[src/rtl/instr_fetch_decode_if.sv]
// Fetch/decode bus between the PE controller, instruction memory and
// instr_fetch_decode. "slave" is the fetch/decode block's view; "master" is
// the controller + instruction-memory side.
interface instr_fetch_decode_if;
  logic        IRenable;
  logic [31:0] PCin;
  logic        imem_read;
  logic [31:0] imem_address;
  logic [31:0] imem_data;
  logic        imem_ack;
  logic [6:0]  op;
  logic [4:0]  rd;
  logic [2:0]  funct3;
  logic [4:0]  rs1;
  logic [4:0]  rs2;
  logic [6:0]  funct7;
  logic [11:0] imm12;
  logic [19:0] immhi;
  logic        decodeComplete;
  logic        fetch_err;
  logic        illegal;

  modport master (
    output IRenable, PCin, imem_data, imem_ack,
    input  imem_read, imem_address, op, rd, funct3, rs1, rs2, funct7,
           imm12, immhi, decodeComplete, fetch_err, illegal
  );

  modport slave (
    input  IRenable, PCin, imem_data, imem_ack,
    output imem_read, imem_address, op, rd, funct3, rs1, rs2, funct7,
           imm12, immhi, decodeComplete, fetch_err, illegal
  );
endinterface

[src/rtl/instr_fetch_decode.sv]
// instr_fetch_decode: RISC-V PE fetch-and-decode front end.
// Reads one instruction word at the controller's PC, latches it into IR,
// splits it into registered fields and raises decodeComplete.
// Optional macro IFD_ILLEGAL_CHECK_EN enables the illegal-encoding flag;
// without it, illegal is tied low.
module instr_fetch_decode #(
  parameter int unsigned TIMEOUT_CYCLES = 255
) (
  input logic               clk,
  input logic               rst_n,
  instr_fetch_decode_if.slave bus
);

  typedef enum logic [1:0] {IDLE, FETCH, DECODE, DONE} state_t;

  typedef struct packed {
    logic [6:0]  op;
    logic [4:0]  rd;
    logic [2:0]  funct3;
    logic [4:0]  rs1;
    logic [4:0]  rs2;
    logic [6:0]  funct7;
    logic [11:0] imm12;
    logic [19:0] immhi;
  } fields_t;

  localparam logic [31:0] NOP_WORD = 32'h0000_0013;
  localparam logic [7:0]  CNT_LAST = 8'(TIMEOUT_CYCLES - 1);

  localparam logic [6:0] OP_LOAD   = 7'b0000011;
  localparam logic [6:0] OP_IMM    = 7'b0010011;
  localparam logic [6:0] OP_JALR   = 7'b1100111;
  localparam logic [6:0] OP_SYSTEM = 7'b1110011;
  localparam logic [6:0] OP_STORE  = 7'b0100011;
  localparam logic [6:0] OP_BRANCH = 7'b1100011;
  localparam logic [6:0] OP_LUI    = 7'b0110111;
  localparam logic [6:0] OP_AUIPC  = 7'b0010111;
  localparam logic [6:0] OP_JAL    = 7'b1101111;
  localparam logic [6:0] OP_OP     = 7'b0110011;
  localparam logic [6:0] OP_FENCE  = 7'b0001111;

  state_t      state_q, state_d;
  logic [31:0] ir_q, ir_d;
  logic [7:0]  cnt_q, cnt_d;
  logic [31:0] addr_q, addr_d;
  logic        read_q, read_d;
  logic        err_q, err_d;
  logic        dc_q, dc_d;
  fields_t     fld_q, fld_d;
  fields_t     dec;

  // The two low PC bits never reach memory: fetches are word-aligned.
  logic [1:0] unused_pc_lsbs;
  assign unused_pc_lsbs = bus.PCin[1:0];

  // Split IR into fields and pick the immediates for its format.
  always_comb begin
    dec        = '0;
    dec.op     = ir_q[6:0];
    dec.rd     = ir_q[11:7];
    dec.funct3 = ir_q[14:12];
    dec.rs1    = ir_q[19:15];
    dec.rs2    = ir_q[24:20];
    dec.funct7 = ir_q[31:25];
    case (ir_q[6:0])
      OP_LOAD, OP_IMM, OP_JALR, OP_SYSTEM: dec.imm12 = ir_q[31:20];
      OP_STORE:          dec.imm12 = {ir_q[31:25], ir_q[11:7]};
      OP_BRANCH:         dec.imm12 = {ir_q[31], ir_q[7], ir_q[30:25], ir_q[11:8]};
      OP_LUI, OP_AUIPC:  dec.immhi = ir_q[31:12];
      OP_JAL:            dec.immhi = {ir_q[31], ir_q[19:12], ir_q[20], ir_q[30:21]};
      default: ;
    endcase
  end

  // Next-state and datapath updates of the fetch/decode sequence.
  always_comb begin
    state_d = state_q;
    ir_d    = ir_q;
    cnt_d   = cnt_q;
    addr_d  = addr_q;
    read_d  = read_q;
    err_d   = err_q;
    dc_d    = dc_q;
    fld_d   = fld_q;
    case (state_q)
      IDLE: begin
        if (bus.IRenable) begin
          addr_d  = {bus.PCin[31:2], 2'b00};
          read_d  = 1'b1;
          cnt_d   = '0;
          err_d   = 1'b0;
          state_d = FETCH;
        end
      end
      FETCH: begin
        // An ack on the timeout cycle takes priority over the abort.
        if (bus.imem_ack) begin
          ir_d    = bus.imem_data;
          read_d  = 1'b0;
          state_d = DECODE;
        end else if (cnt_q == CNT_LAST) begin
          ir_d    = NOP_WORD;
          err_d   = 1'b1;
          read_d  = 1'b0;
          state_d = DECODE;
        end else begin
          cnt_d = cnt_q + 8'd1;
        end
      end
      DECODE: begin
        fld_d   = dec;
        dc_d    = 1'b1;
        state_d = DONE;
      end
      DONE: begin
        if (!bus.IRenable) begin
          dc_d    = 1'b0;
          state_d = IDLE;
        end
      end
      default: state_d = IDLE;
    endcase
  end

  // State register.
  always_ff @(posedge clk) begin
    if (!rst_n) state_q <= IDLE;
    else        state_q <= state_d;
  end

  // Datapath registers: IR, timeout counter and all registered outputs.
  always_ff @(posedge clk) begin
    if (!rst_n) begin
      ir_q   <= '0;
      cnt_q  <= '0;
      addr_q <= '0;
      read_q <= 1'b0;
      err_q  <= 1'b0;
      dc_q   <= 1'b0;
      fld_q  <= '0;
    end else begin
      ir_q   <= ir_d;
      cnt_q  <= cnt_d;
      addr_q <= addr_d;
      read_q <= read_d;
      err_q  <= err_d;
      dc_q   <= dc_d;
      fld_q  <= fld_d;
    end
  end

`ifdef IFD_ILLEGAL_CHECK_EN
  logic illegal_q, illegal_d, illegal_dec;

  // Flag encodings outside the supported RV32I opcode/funct7 set.
  always_comb begin
    illegal_dec = 1'b0;
    if (ir_q[1:0] != 2'b11) illegal_dec = 1'b1;
    case (ir_q[6:0])
      OP_LUI, OP_AUIPC, OP_JAL, OP_JALR, OP_BRANCH, OP_LOAD, OP_STORE,
      OP_IMM, OP_FENCE, OP_SYSTEM: ;
      OP_OP: begin
        if (ir_q[31:25] != 7'b0000000 && ir_q[31:25] != 7'b0100000)
          illegal_dec = 1'b1;
      end
      default: illegal_dec = 1'b1;
    endcase
    illegal_d = (state_q == DECODE) ? illegal_dec : illegal_q;
  end

  // Illegal flag is captured in DECODE and held until the next decode.
  always_ff @(posedge clk) begin
    if (!rst_n) illegal_q <= 1'b0;
    else        illegal_q <= illegal_d;
  end

  assign bus.illegal = illegal_q;
`else
  assign bus.illegal = 1'b0;
`endif

  assign bus.imem_read      = read_q;
  assign bus.imem_address   = addr_q;
  assign bus.op             = fld_q.op;
  assign bus.rd             = fld_q.rd;
  assign bus.funct3         = fld_q.funct3;
  assign bus.rs1            = fld_q.rs1;
  assign bus.rs2            = fld_q.rs2;
  assign bus.funct7         = fld_q.funct7;
  assign bus.imm12          = fld_q.imm12;
  assign bus.immhi          = fld_q.immhi;
  assign bus.decodeComplete = dc_q;
  assign bus.fetch_err      = err_q;

endmodule

[src/flat_wrapper.sv]
// flat-port wrapper written by rule: the top's interface ports become plain ports
module instr_fetch_decode_flat 
#(
  parameter int unsigned TIMEOUT_CYCLES = 255
)
  (clk, rst_n, bus_IRenable, bus_PCin, bus_imem_data, bus_imem_ack, bus_imem_read, bus_imem_address, bus_op, bus_rd, bus_funct3, bus_rs1, bus_rs2, bus_funct7, bus_imm12, bus_immhi, bus_decodeComplete, bus_fetch_err, bus_illegal);
  instr_fetch_decode_if bus_i ();
  input logic clk;
  input logic rst_n;
  input wire logic [$bits(bus_i.IRenable)-1:0] bus_IRenable;
  input wire logic [$bits(bus_i.PCin)-1:0] bus_PCin;
  input wire logic [$bits(bus_i.imem_data)-1:0] bus_imem_data;
  input wire logic [$bits(bus_i.imem_ack)-1:0] bus_imem_ack;
  output wire logic [$bits(bus_i.imem_read)-1:0] bus_imem_read;
  output wire logic [$bits(bus_i.imem_address)-1:0] bus_imem_address;
  output wire logic [$bits(bus_i.op)-1:0] bus_op;
  output wire logic [$bits(bus_i.rd)-1:0] bus_rd;
  output wire logic [$bits(bus_i.funct3)-1:0] bus_funct3;
  output wire logic [$bits(bus_i.rs1)-1:0] bus_rs1;
  output wire logic [$bits(bus_i.rs2)-1:0] bus_rs2;
  output wire logic [$bits(bus_i.funct7)-1:0] bus_funct7;
  output wire logic [$bits(bus_i.imm12)-1:0] bus_imm12;
  output wire logic [$bits(bus_i.immhi)-1:0] bus_immhi;
  output wire logic [$bits(bus_i.decodeComplete)-1:0] bus_decodeComplete;
  output wire logic [$bits(bus_i.fetch_err)-1:0] bus_fetch_err;
  output wire logic [$bits(bus_i.illegal)-1:0] bus_illegal;
  assign bus_i.IRenable = bus_IRenable;
  assign bus_i.PCin = bus_PCin;
  assign bus_i.imem_data = bus_imem_data;
  assign bus_i.imem_ack = bus_imem_ack;
  assign bus_imem_read = bus_i.imem_read;
  assign bus_imem_address = bus_i.imem_address;
  assign bus_op = bus_i.op;
  assign bus_rd = bus_i.rd;
  assign bus_funct3 = bus_i.funct3;
  assign bus_rs1 = bus_i.rs1;
  assign bus_rs2 = bus_i.rs2;
  assign bus_funct7 = bus_i.funct7;
  assign bus_imm12 = bus_i.imm12;
  assign bus_immhi = bus_i.immhi;
  assign bus_decodeComplete = bus_i.decodeComplete;
  assign bus_fetch_err = bus_i.fetch_err;
  assign bus_illegal = bus_i.illegal;
  instr_fetch_decode #(.TIMEOUT_CYCLES(TIMEOUT_CYCLES)) u_core (.clk(clk), .rst_n(rst_n), .bus(bus_i));
endmodule
[config.mk]
export PLATFORM = sky130hd
export DESIGN_NAME = instr_fetch_decode_flat
export DESIGN_NICKNAME = d
export VERILOG_FILES = /design/src/rtl/instr_fetch_decode_if.sv /design/src/rtl/instr_fetch_decode.sv /design/src/flat_wrapper.sv
export SDC_FILE = /design/constraint.sdc
export NUM_CORES = 1
export LEC_CHECK = 0
export CORE_ASPECT_RATIO = 0.7
export CORE_MARGIN = 1
export CORE_UTILIZATION = 35
export CTS_BUF_LIST = sky130_fd_sc_hd__clkbuf_8
export DETAILED_ROUTE_END_ITERATION = 8
export PLACE_DENSITY = 0.65
export RECOVER_POWER = 50
export SLEW_MARGIN = 20
export SYNTH_ARGS = -nofsm -noshare
export SYNTH_HDL_FRONTEND = slang
export SYNTH_SLANG_ARGS = --single-unit
[constraint.sdc]
create_clock -name clk -period 2.5 [get_ports clk]
set_clock_uncertainty 0.2 [all_clocks]
set_input_delay 0.5 -clock clk [delete_from_list [all_inputs] [get_ports clk]]
set_output_delay 0.5 -clock clk [all_outputs]
set_load 0.02 [all_outputs]
# Word level (Yosys, flattened, before mapping)
# Cells that the tools add are included.
[word_totals]
out_inout_bits = 100
input_bits = 68
wordCells = 71
reg_bits = 139
[classes]
eq_ne = 19
muxes = 23
reduce_logical = 13
add_sub_neg = 1
[op_table]
columns = ["operator", "n"]
rows = [
  ["$mux W32", 2],
  ["$pmux W20 S2", 1],
  ["$pmux W12 S3", 1],
  ["$eq A7 B7 Y1 const B", 4],
  ["$mux W8", 3],
  ["$pmux W8 S2", 1],
  ["$eq A7 B5 Y1 const B", 2],
  ["$eq A7 B6 Y1 const B", 2],
  ["$add A8 B1 Y8 const B", 1],
  ["$eq A8 B8 Y1 const B", 1],
  ["$mux W2", 4],
  ["$ne A2 B2 Y1 const B", 4],
  ["$pmux W2 S4", 1],
  ["$reduce_and A4 Y1", 2],
  ["$eq A7 B2 Y1 const B", 1],
  ["$mux W1", 7],
  ["$pmux W1 S2", 3],
  ["$reduce_and A2 Y1", 3],
  ["$reduce_and A3 Y1", 2],
  ["$reduce_bool A2 Y1", 3],
  ["$eq A2 B2 Y1 const B", 2],
  ["$reduce_or A4 Y1", 1],
  ["$ne A3 B2 Y1 const B", 1],
  ["$eq A2 B1 Y1 const B", 1],
  ["3 further kinds", 3],
]

# Depth between registers and ports, before layout
# Gate-level depths: netlist of run 1.
[depth]
ltp_word = 4
ltp_mapped = 8

# Worst setup path after synthesis of run 1
# No wires, ideal clock.
[synth_timing]
path_type = "reg-to-reg"
start = "reg u_core.state_q[1]"
end = "reg u_core.cnt_q[7]"
period_less_slack_ps = 2028
arrival_ps = 1709
setup_slack_ps = 472
path_buffers = 1
path_stages_with_launch = 8
cell_sequence = "dfxtp_1 > inv_1 > ha_1 > buf_2 > nand2_1 > o211ai_2 > or4b_4 > mux2i_1"
[synth_between]
elab_chain_len = 3
elab_cells_between_ends = 8
classes_between = "eq/ne (4); mux (1); reduce/logical (3)"
[synth_rtl]
columns = ["item", "line", "rtl"]
rows = [
  ["start, declared", "instr_fetch_decode.sv:42", "state_t state_q, state_d;"],
  ["start signal, assigned", "instr_fetch_decode.sv:128", "else state_q <= state_d;"],
  ["$eq A2 B1 Y1 or $logic_not A2 Y1 (tied branches)", "instr_fetch_decode.sv:85", "case (state_q)"],
  ["$ne A2 B2 Y1 (no line) or $reduce_bool A2 Y1 (tied branches)", "n/a", ""],
  ["$reduce_and A4 Y1 (no line)", "n/a", ""],
  ["end signal, assigned", "instr_fetch_decode.sv:143", "cnt_q <= cnt_d;"],
  ["end, declared", "instr_fetch_decode.sv:44", "logic [7:0] cnt_q, cnt_d;"],
]
# Parallel ways exist; a longest one is shown, timed or not.
# A chain may end at the register's enable or synchronous reset.

# Worst setup path in the final report of run 1
[layout_timing]
start = "reg u_core.cnt_q[0]"
end = "reg u_core.ir_q[3]"
[layout_between]
elab_chain_len = 3
[layout_rtl]
columns = ["item", "line", "rtl"]
rows = [
  ["$eq A8 B8 Y1", "instr_fetch_decode.sv:101", "end else if (cnt_q == CNT_LAST) begin"],
  ["$reduce_bool A2 Y1 (no line)", "n/a", ""],
  ["$reduce_and A2 Y1 (no line)", "n/a", ""],
  ["end signal, assigned", "instr_fetch_decode.sv:142", "ir_q <= ir_d;"],
  ["end, declared", "instr_fetch_decode.sv:43", "logic [31:0] ir_q, ir_d;"],
]
# Every way passes these cells.

==> flow_metrics.env, run 1 <==
export IMPL_run_status="finished with violations"
export IMPL_failed_checks="DRC"
export IMPL_synth_main_ff_cell="dfxtp_1"
export IMPL_fin_tns_setup_ns=0
export IMPL_wl_per_cell_um=17.0
export IMPL_critPathMaxFanout=29
export IMPL_required_ns=2.68
export IMPL_cts_buffers=17
export IMPL_die_y_um=107
export IMPL_hold_class="flop to flop"
export IMPL_post_route_cells_drive_above_1_share=0.0979
export IMPL_clkLatencyLatePin_ns=0.43
export IMPL_fin_crit_ns=2.32
export IMPL_routed_wl_mm=16.0
export IMPL_areaGrowthSynthToFinish_pct=39.8
export IMPL_netlist_cell_type_count=57
export IMPL_grt_pass1_vias=4848
export IMPL_grt_max_degree=45
export IMPL_port_buffers=162
export IMPL_cap_viol_max_count=0
export IMPL_synthTopCellsByCount="dfxtp_1 (139), nand2_1 (78), nor2_1 (66), a21oi_1 (39), mux2i_1 (34)"
export IMPL_dp_cells=909
export IMPL_synth_warnings=0
export IMPL_dieWidth_um=152
export IMPL_htreeDepth=4
export IMPL_finalSetupViolations=0
export IMPL_cts_setup_buffers=0
export IMPL_track_usage=0.199
export IMPL_slew_headroom=0.396
export IMPL_critPathLaunchType="flop"
export IMPL_yosys_area_top_type_share=0.504
export IMPL_detailed_place_hpwl_mm=11.0
export IMPL_antennaDiodeCount=0
export IMPL_clkTransAtPathRegs_ns=0.08
export IMPL_routed_via_density=5.27
export IMPL_grt_pass1_wl_mm=25.3
export IMPL_cts_tree="done"
export IMPL_initial_core_util=0.367
export IMPL_die_area_mm2=0.0163
export IMPL_synthArstFlopShare=0
export IMPL_root_buffer="clkbuf_8"
export IMPL_dr_pass1_iters=9
export IMPL_ctsResizeCount=0
export IMPL_timing_final_crit_share=0.929
export IMPL_arrival_ns=2.50
export IMPL_synth_area_leader_cell="dfxtp_1"
export IMPL_ys_ff_latch=139
export IMPL_cts_buffer_depth=2
export IMPL_finalHoldViolCount=0
export IMPL_gp_congestion=0.811
export IMPL_clock_sinks=139
export IMPL_fp_row_count=37
export IMPL_drt_iter0_markers=419
export IMPL_antenna_found_initial=0
export IMPL_drc=23
export IMPL_ant_nets=0
export IMPL_grt_overflow_total=0
export IMPL_rsz0062_at_grt="no"
export IMPL_synth_area_per_cell_um2=9.48
export IMPL_synthesis_area_mm2=0.00552
export IMPL_leakage_nw=2.80
export IMPL_synthTopCellsByArea="dfxtp_1 (50%), mux2i_1 (6.2%), nand2_1 (5.3%)"
export IMPL_cts_hold_buf=0
export IMPL_synth_yosys_seq_area_share=0.504
export IMPL_vias=4963
export IMPL_worstSetupPathType="flop to flop"
export IMPL_dp_worst_setup_slack_ns=0.0579
export IMPL_slew_viol_final=0
export IMPL_fmax_mhz=430
export IMPL_synthCells=582
export IMPL_vdd_ir_drop_worst_mv=0.362
export IMPL_nNetsFinal=808
export IMPL_worst_pin_slew_ns=0.906
export IMPL_ios=168
export IMPL_yosysMostFrequentCell="dfxtp_1"
export IMPL_synth_edff_count=0
export IMPL_stdcell_count=941
export IMPL_p_per_area_mw_per_mm2=808
export IMPL_cp_end_kind="flop"
export IMPL_core_mm2=0.0150
export IMPL_fin_ws_ns=0.177
per-stage QoR:
step | hold WS [ns] | power (mW) | util | cell area, um2
4_1_cts | 0.261 | 6.33 | 0.515 | 7750
3_5_place_dp | 0.250 | 4.47 | 0.488 | 7350
6_report | 0.258 | 6.24 | 0.513 | 7710
2_1_floorplan | 0.243 | 3.74 | - | 5530
5_1_grt | 0.284 | 6.56 | 0.513 | 7710
3_3_place_gp | 0.242 | 4.40 | 0.488 | 7350
layout by cell type, fill, tap and decap left out, types with 5 or more instances in the layout:
master and n:
dlygate4sd3_1 18, a22oi_1 5, o21ai_0 17, nand3_1 6
a22o_1 29, dfxtp_1 139, nor2b_1 10, o221a_2 5
buf_4 11, inv_1 10, ha_1 6, clkbuf_8 18
mux2i_1 34, a222oi_1 19, a21oi_1 38, nor2_1 65
a221oi_1 8, or3_1 5, mux2_2 5, clkdlybuf4s50_1 144
nand2_1 78
state kept, by name, summed over array words and instances, names as in the netlist, 5 cells and up:
register / cells
u_core.bus.imem_address: 30
u_core.cnt_q: 8
u_core.ir_q: 32
u_core.bus.rs2: 5
u_core.bus.rd: 5
u_core.bus.funct7: 7
u_core.bus.imm12: 12
u_core.bus.immhi: 20
u_core.bus.rs1: 5
u_core.bus.op: 7
report_power, final:
part	total (mW)	internal, mW	switching [mW]
sequential	2.66	2.43	0.231
clock	1.86	0.934	0.921
combinational	1.72	0.740	0.981
worst paths after layout:
path,start,endpoint,slack [ns],depth (start not counted)
worst max-delay path,u_core.cnt_q[0],u_core.ir_q[3],0.18,7
worst min-delay path,u_core.bus.imem_address[21],u_core.bus.imem_address[21],0.26,2
worst min register to register,u_core.bus.imem_address[21],u_core.bus.imem_address[21],0.26,2
worst max register to register,u_core.cnt_q[0],u_core.ir_q[3],0.18,7
layout make-up:
| class | count | area (um2) |
|---|---|---|
| clock buffer | 18 | 248 |
| clock inverter | 14 | 159 |
| fill | 1316 | 7330 |
| inverter | 10 | 37.5 |
| multi-input combinational | 387 | 2480 |
| sequential | 139 | 2780 |
| tap | 195 | 244 |
| timing repair buffer | 178 | 1760 |
metal layers:
metal	part of all wire	global-route usage	wire length (um)	vias to the layer above
met5	0	0	0	-
met4	0.012	0.0831	197	0
met3	0.091	0.0715	1450	15
met2	0.44	0.311	7100	201
met1	0.45	0.248	7220	2352
li1	-	-	-	2395
worst max-delay path, stage by stage, from the launching register on:
cell and delay (ns):
dfxtp_1 0.40, inv_1 0.07, ha_1 0.19, and3_1 0.22, a21o_2 0.27, a21oi_2 0.14, buf_2 0.54, a22o_1 0.22
kinds of logic (layout without fill, tap and decap cells):
| group | count (synthesis) | in the layout | synth area share |
|---|---|---|---|
| AND/OR/NAND/NOR | 197 | 197 | 0.167 |
| adder cells (fa/ha/maj) | 7 | 7 | 0.0159 |
| AO/OA/AOI/OAI | 141 | 141 | 0.193 |
| buffers and inverters | 58 | 220 | 0.0474 |
| flip-flops | 139 | 139 | 0.504 |
| other | 1 | 3 | 0.000680 |
| multiplexers | 39 | 39 | 0.0719 |
No activity file was read; power rests on OpenSTA's default activity.
==> inputs of run 2 (changes only) <==
--- a/config.mk
+++ b/config.mk
@@ -10,7 +10,7 @@
 export CORE_UTILIZATION = 35
 export CTS_BUF_LIST = sky130_fd_sc_hd__clkbuf_8
 export DETAILED_ROUTE_END_ITERATION = 8
-export PLACE_DENSITY = 0.65
+export PLACE_DENSITY = 0.74
 export RECOVER_POWER = 50
 export SLEW_MARGIN = 20
 export SYNTH_ARGS = -nofsm -noshare
==> run 2 against run 1 <==
Against the previous run: the run still ends with DRC left; critical endpoint is now u_core.cnt_q[7]; first-iteration DRC count is 5.5% higher; largest power group unchanged; cell count is 0.43% higher; maximum frequency is 2.1% higher.
==> flow_metrics.env, run 2 (synthesized netlist as in run 1, its figures left out) <==
export IMPL_routed_via_density=5.18
export IMPL_multi_input_area_mm2=0.00247
export IMPL_run_status="finished with violations"
export IMPL_worst_r2r_setup_slack_ns=0.22
export IMPL_cts_buffer_depth=2
export IMPL_core_mm2=0.0150
export IMPL_dp_worst_setup_slack_ns=0.159
export IMPL_finalSetupViolations=0
export IMPL_timing_final_crit_share=0.910
export IMPL_gp_congestion=0.782
export IMPL_routed_wl_mm=15.9
export IMPL_worstRegToRegCells=6
export IMPL_areaGrowthSynthToFinish_pct=40.6
export IMPL_ctsResizeCount=0
export IMPL_die_area_mm2=0.0163
export IMPL_min_to="u_core.bus.imem_address[22]"
export IMPL_cap_viol_max_count=0
export IMPL_vdd_ir_drop_worst_mv=0.370
export IMPL_fin_tns_setup_ns=0
export IMPL_nNetsFinal=812
export IMPL_clkTransAtPathRegs_ns=0.08
export IMPL_detailed_place_hpwl_mm=10.7
export IMPL_drt_iter0_markers=442
export IMPL_htreeDepth=4
export IMPL_worst_pin_slew_ns=0.776
export IMPL_port_buffers=162
export IMPL_cts_tree="done"
export IMPL_clock_sinks=139
export IMPL_fin_ws_ns=0.224
export IMPL_ios=168
export IMPL_vias=4892
export IMPL_dr_pass1_iters=8
export IMPL_post_route_cells_drive_above_1_share=0.0908
export IMPL_r2r_start="u_core.state_q[0]"
export IMPL_p_per_area_mw_per_mm2=820
export IMPL_cp_end_kind="flop"
export IMPL_track_usage=0.196
export IMPL_ant_nets=0
export IMPL_initial_core_util=0.367
export IMPL_timing_rr_end="u_core.cnt_q[7]"
export IMPL_die_y_um=107
export IMPL_fin_util=0.516
export IMPL_failed_checks="DRC"
export IMPL_most_common_layout_cells="clkdlybuf4s50_1 (148), dfxtp_1 (139), nand2_1 (78)"
export IMPL_holdPathStages=2
export IMPL_fp_row_count=37
export IMPL_worstSetupPathType="flop to flop"
export IMPL_fin_crit_ns=2.28
export IMPL_root_buffer="clkbuf_8"
export IMPL_cts_setup_buffers=0
export IMPL_required_ns=2.61
export IMPL_leakage_nw=2.81
export IMPL_top_register="u_core.ir_q"
export IMPL_largest_reg_flops=32
export IMPL_p_total_mw=6.36
export IMPL_critPathLaunchType="flop"
export IMPL_wl_per_cell_um=16.8
export IMPL_fmax_mhz=439
export IMPL_antenna_found_initial=0
export IMPL_worstHoldStart="u_core.bus.imem_address[22]"
export IMPL_hold_class="flop to flop"
export IMPL_slew_headroom=0.481
export IMPL_grt_max_degree=45
export IMPL_grt_pass1_vias=4512
export IMPL_finalHoldViolCount=0
export IMPL_drc=40
export IMPL_slew_viol_final=0
export IMPL_dieWidth_um=152
export IMPL_cts_hold_buf=0
export IMPL_rsz0062_at_grt="no"
export IMPL_grt_pass1_wl_mm=24.8
export IMPL_grt_overflow_total=0
export IMPL_cts_buffers=17
export IMPL_critPathMaxFanout=10
export IMPL_clkLatencyLatePin_ns=0.43
export IMPL_fillCellCount=1394
export IMPL_final_common_cell="clkdlybuf4s50_1"
export IMPL_ff_latch_area_mm2=0.00278
export IMPL_arrival_ns=2.39
[run 2: final cells by class]
| type | count | area share |
|---|---|---|
| diodes | 1 | 0.000323 |
| clock buffers | 19 | 0.0337 |
| clock inverters | 12 | 0.0224 |
| inverters | 10 | 0.00484 |
| multi-input cells | 387 | 0.319 |
| flip-flops and latches | 139 | 0.359 |
| well taps | 195 | 0.0314 |
| repair buffers | 182 | 0.230 |
[run 2: where the power goes]
part	total [mW]	switching, mW	leakage [nW]	internal (mW)
Sequential	2.66	0.230	1.13	2.43
Clock	2.00	0.868	0.226	1.13
Combinational	1.70	0.965	1.46	0.738
Total	6.36	2.06	2.81	4.30
[run 2: layer usage]
| metal | up-vias | GRT usage | share of wire |
|---|---|---|---|
| li1 | 2396 | - | - |
| met4 | 0 | 0.0525 | 0.0041 |
| met5 | - | 0 | 0 |
| met3 | 7 | 0.0732 | 0.090 |
| met1 | 2334 | 0.265 | 0.48 |
| met2 | 155 | 0.291 | 0.43 |
[run 2: critical path, cell delays in order, from the launching register on]
cell      delay (ns)
dfxtp_1         0.40
inv_1           0.11
ha_1            0.27
nand2b_1        0.12
o211ai_1        0.31
or4b_4          0.62
mux2i_1         0.12
[run 2: how the worst max path moves through the flow]
stage,cells past startpoint,from,slack (ns),end
floorplan,7,u_core.state_q[1],0.47,u_core.cnt_q[7]
global placement,5,bus_IRenable,0.17,u_core.cnt_q[7]
detailed placement,5,bus_IRenable,0.16,u_core.cnt_q[7]
CTS,8,u_core.state_q[0],0.32,u_core.bus.immhi[11]
global route,6,u_core.state_q[0],0.1,u_core.cnt_q[4]
finish,6,u_core.state_q[0],0.22,u_core.cnt_q[7]
[run 2: stage by stage]
| step | std cells | area [um2] | hold slack, ns |
|---|---|---|---|
| final | 945 | 7760 | 0.254 |
| after global routing | 944 | 7760 | 0.279 |
| after CTS | 944 | 7800 | 0.259 |
| after detailed placement | 913 | 7360 | 0.248 |
| after global placement | 913 | 7360 | 0.241 |
| after floorplan | 584 | 5530 | 0.243 |
==> inputs of run 3 (changes only) <==
--- a/config.mk
+++ b/config.mk
@@ -10,6 +10,7 @@
 export CORE_UTILIZATION = 35
 export CTS_BUF_LIST = sky130_fd_sc_hd__clkbuf_8
 export DETAILED_ROUTE_END_ITERATION = 8
+export GPL_TIMING_DRIVEN = 0
 export PLACE_DENSITY = 0.74
 export RECOVER_POWER = 50
 export SLEW_MARGIN = 20
==> run 3 against run 2 <==
Against the previous run: first-iteration DRC count up 3.4%; highest routed layer unchanged; power decreased by 2.1%; the flow still finishes with violations (DRC); largest power group unchanged; clock power is 5% lower; critical path depth rose by 1; non-clock buffer count rose by 28; cell count up 3.0%; via count up 2.8%.
==> flow_metrics.env, run 3 (synthesized netlist as in run 1, its figures left out) <==
export IMPL_run_status="finished with violations"
export IMPL_failed_checks="DRC"
export IMPL_routed_wl_mm=16.5
export IMPL_root_buffer="clkbuf_8"
export IMPL_clkLatencyLatePin_ns=0.44
export IMPL_rsz0062_at_grt="no"
export IMPL_timing_final_crit_share=0.947
export IMPL_top_register="u_core.ir_q"
export IMPL_most_common_layout_cells="dfxtp_1 (139), clkdlybuf4s50_1 (90), nand2_1 (78)"
export IMPL_critPathMaxFanout=10
export IMPL_routed_via_density=5.17
export IMPL_p_per_area_mw_per_mm2=798
export IMPL_arrival_ns=2.49
export IMPL_drt_iter0_markers=457
export IMPL_grt_overflow_total=0
export IMPL_fmax_mhz=422
export IMPL_worstPathBufferInverterCount=2
export IMPL_gp_congestion=0.820
export IMPL_worstSetupPathType="flop to flop"
export IMPL_die_area_mm2=0.0163
export IMPL_worst_pin_slew_ns=0.744
export IMPL_fillCellCount=1379
export IMPL_ff_latch_area_mm2=0.00278
export IMPL_multi_input_area_mm2=0.00248
export IMPL_finalHoldViolCount=0
export IMPL_cts_setup_buffers=0
export IMPL_slew_viol_final=0
export IMPL_cts_buffers=17
export IMPL_detailed_place_hpwl_mm=11.9
export IMPL_initial_core_util=0.367
export IMPL_leakage_nw=3.07
export IMPL_vdd_ir_drop_worst_mv=0.315
export IMPL_worstHoldStart="u_core.bus.imem_address[4]"
export IMPL_die_y_um=107
export IMPL_finalSetupViolations=0
export IMPL_clkTransAtPathRegs_ns=0.08
export IMPL_htreeDepth=4
export IMPL_critical_path_top_delay_family="simple AND/OR/NAND/NOR gates"
export IMPL_hold_class="flop to flop"
export IMPL_cap_viol_max_count=0
export IMPL_slew_headroom=0.502
export IMPL_final_common_cell="dfxtp_1"
export IMPL_r2r_start="u_core.state_q[1]"
export IMPL_cpMaxStageDelayCell="or4b_4"
export IMPL_drc=20
export IMPL_grt_pass1_vias=4641
export IMPL_cts_tree="done"
export IMPL_ios=168
export IMPL_track_usage=0.204
export IMPL_wl_per_cell_um=17.0
export IMPL_grt_pass1_wl_mm=25.5
export IMPL_ant_nets=0
export IMPL_path_cells="inv_1 -> ha_1 -> buf_2 -> nand2_1 -> o211ai_1 -> or4b_4 -> mux2i_1"
export IMPL_critPathLaunchType="flop"
export IMPL_cts_hold_buf=0
export IMPL_placed_area_mm2=0.00739
export IMPL_dr_pass1_iters=8
export IMPL_grt_max_degree=17
export IMPL_post_route_cells_drive_above_1_share=0.0964
export IMPL_vias=5029
export IMPL_fin_area_mm2=0.00781
export IMPL_fin_crit_ns=2.37
export IMPL_required_ns=2.62
export IMPL_port_buffers=162
export IMPL_fin_util=0.519
export IMPL_core_mm2=0.0150
export IMPL_cp_end_kind="flop"
export IMPL_cts_buffer_depth=2
export IMPL_nNetsFinal=840
export IMPL_largest_reg_flops=32
export IMPL_antennaDiodeCount=0
export IMPL_max_stage_delay_ns=0.61
export IMPL_areaGrowthSynthToFinish_pct=41.6
export IMPL_fp_row_count=37
export IMPL_antenna_found_initial=0
export IMPL_dieWidth_um=152
export IMPL_whs_ns=0.250
export IMPL_clock_sinks=139
export IMPL_critPathLaunch="u_core.state_q[1]"
## run 3: worst paths after layout
check | to | slack [ns] | cells after the start
setup / recovery | u_core.cnt_q[7] | 0.13 | 7
hold / removal | u_core.bus.imem_address[4] | 0.25 | 2
setup reg to reg | u_core.cnt_q[7] | 0.13 | 7
hold reg to reg | u_core.bus.imem_address[4] | 0.25 | 2
## run 3: tightest hold or removal path: cells and delay by family, from the launching register on
family,cells,cell delay (ns)
simple gates,1,0.05
flops,1,0.31
compound gates,1,0.05
## run 3: metal layers
layer / GRT usage / share of wire / vias to the layer above
met5: 0 / 0 / -
met4: 0.0634 / 0.010 / 0
met3: 0.0578 / 0.092 / 16
met2: 0.290 / 0.40 / 222
met1: 0.295 / 0.49 / 2343
li1: - / - / 2448
## run 3: area by class of cell
type                       instances  area share
clock buffer                      19      0.0335
buffer                            48      0.0293
sequential                       139       0.356
multi-input combinational        387       0.318
inverter                          10     0.00480
timing repair buffer             162       0.208
tap                              195      0.0312
clock inverter                    13      0.0197
## run 3: what timing repair did
item,CTS,global route
pin swaps,0,2
resized for setup,1,7
hold endpoints to repair,0,0
setup endpoints to repair,10,41
## run 3: metrics by stage
stage / power [mW] / setup slack, ns / std cells / setup TNS, ns
global placement: 4.41 / -0.487 / 941 / -17.03
global route: 6.55 / 0.0131 / 973 / 0
floorplan: 3.74 / 0.472 / 584 / 0
CTS: 6.31 / 0.00986 / 973 / 0
finish: 6.23 / 0.133 / 973 / 0
detailed placement: 4.43 / -0.523 / 941 / -17.85
## run 3: power by group
| part | switching, mW | total [mW] | internal, mW |
|---|---|---|---|
| Clock | 0.932 | 1.90 | 0.965 |
| Combinational | 1.03 | 1.72 | 0.695 |
| Sequential | 0.182 | 2.61 | 2.43 |
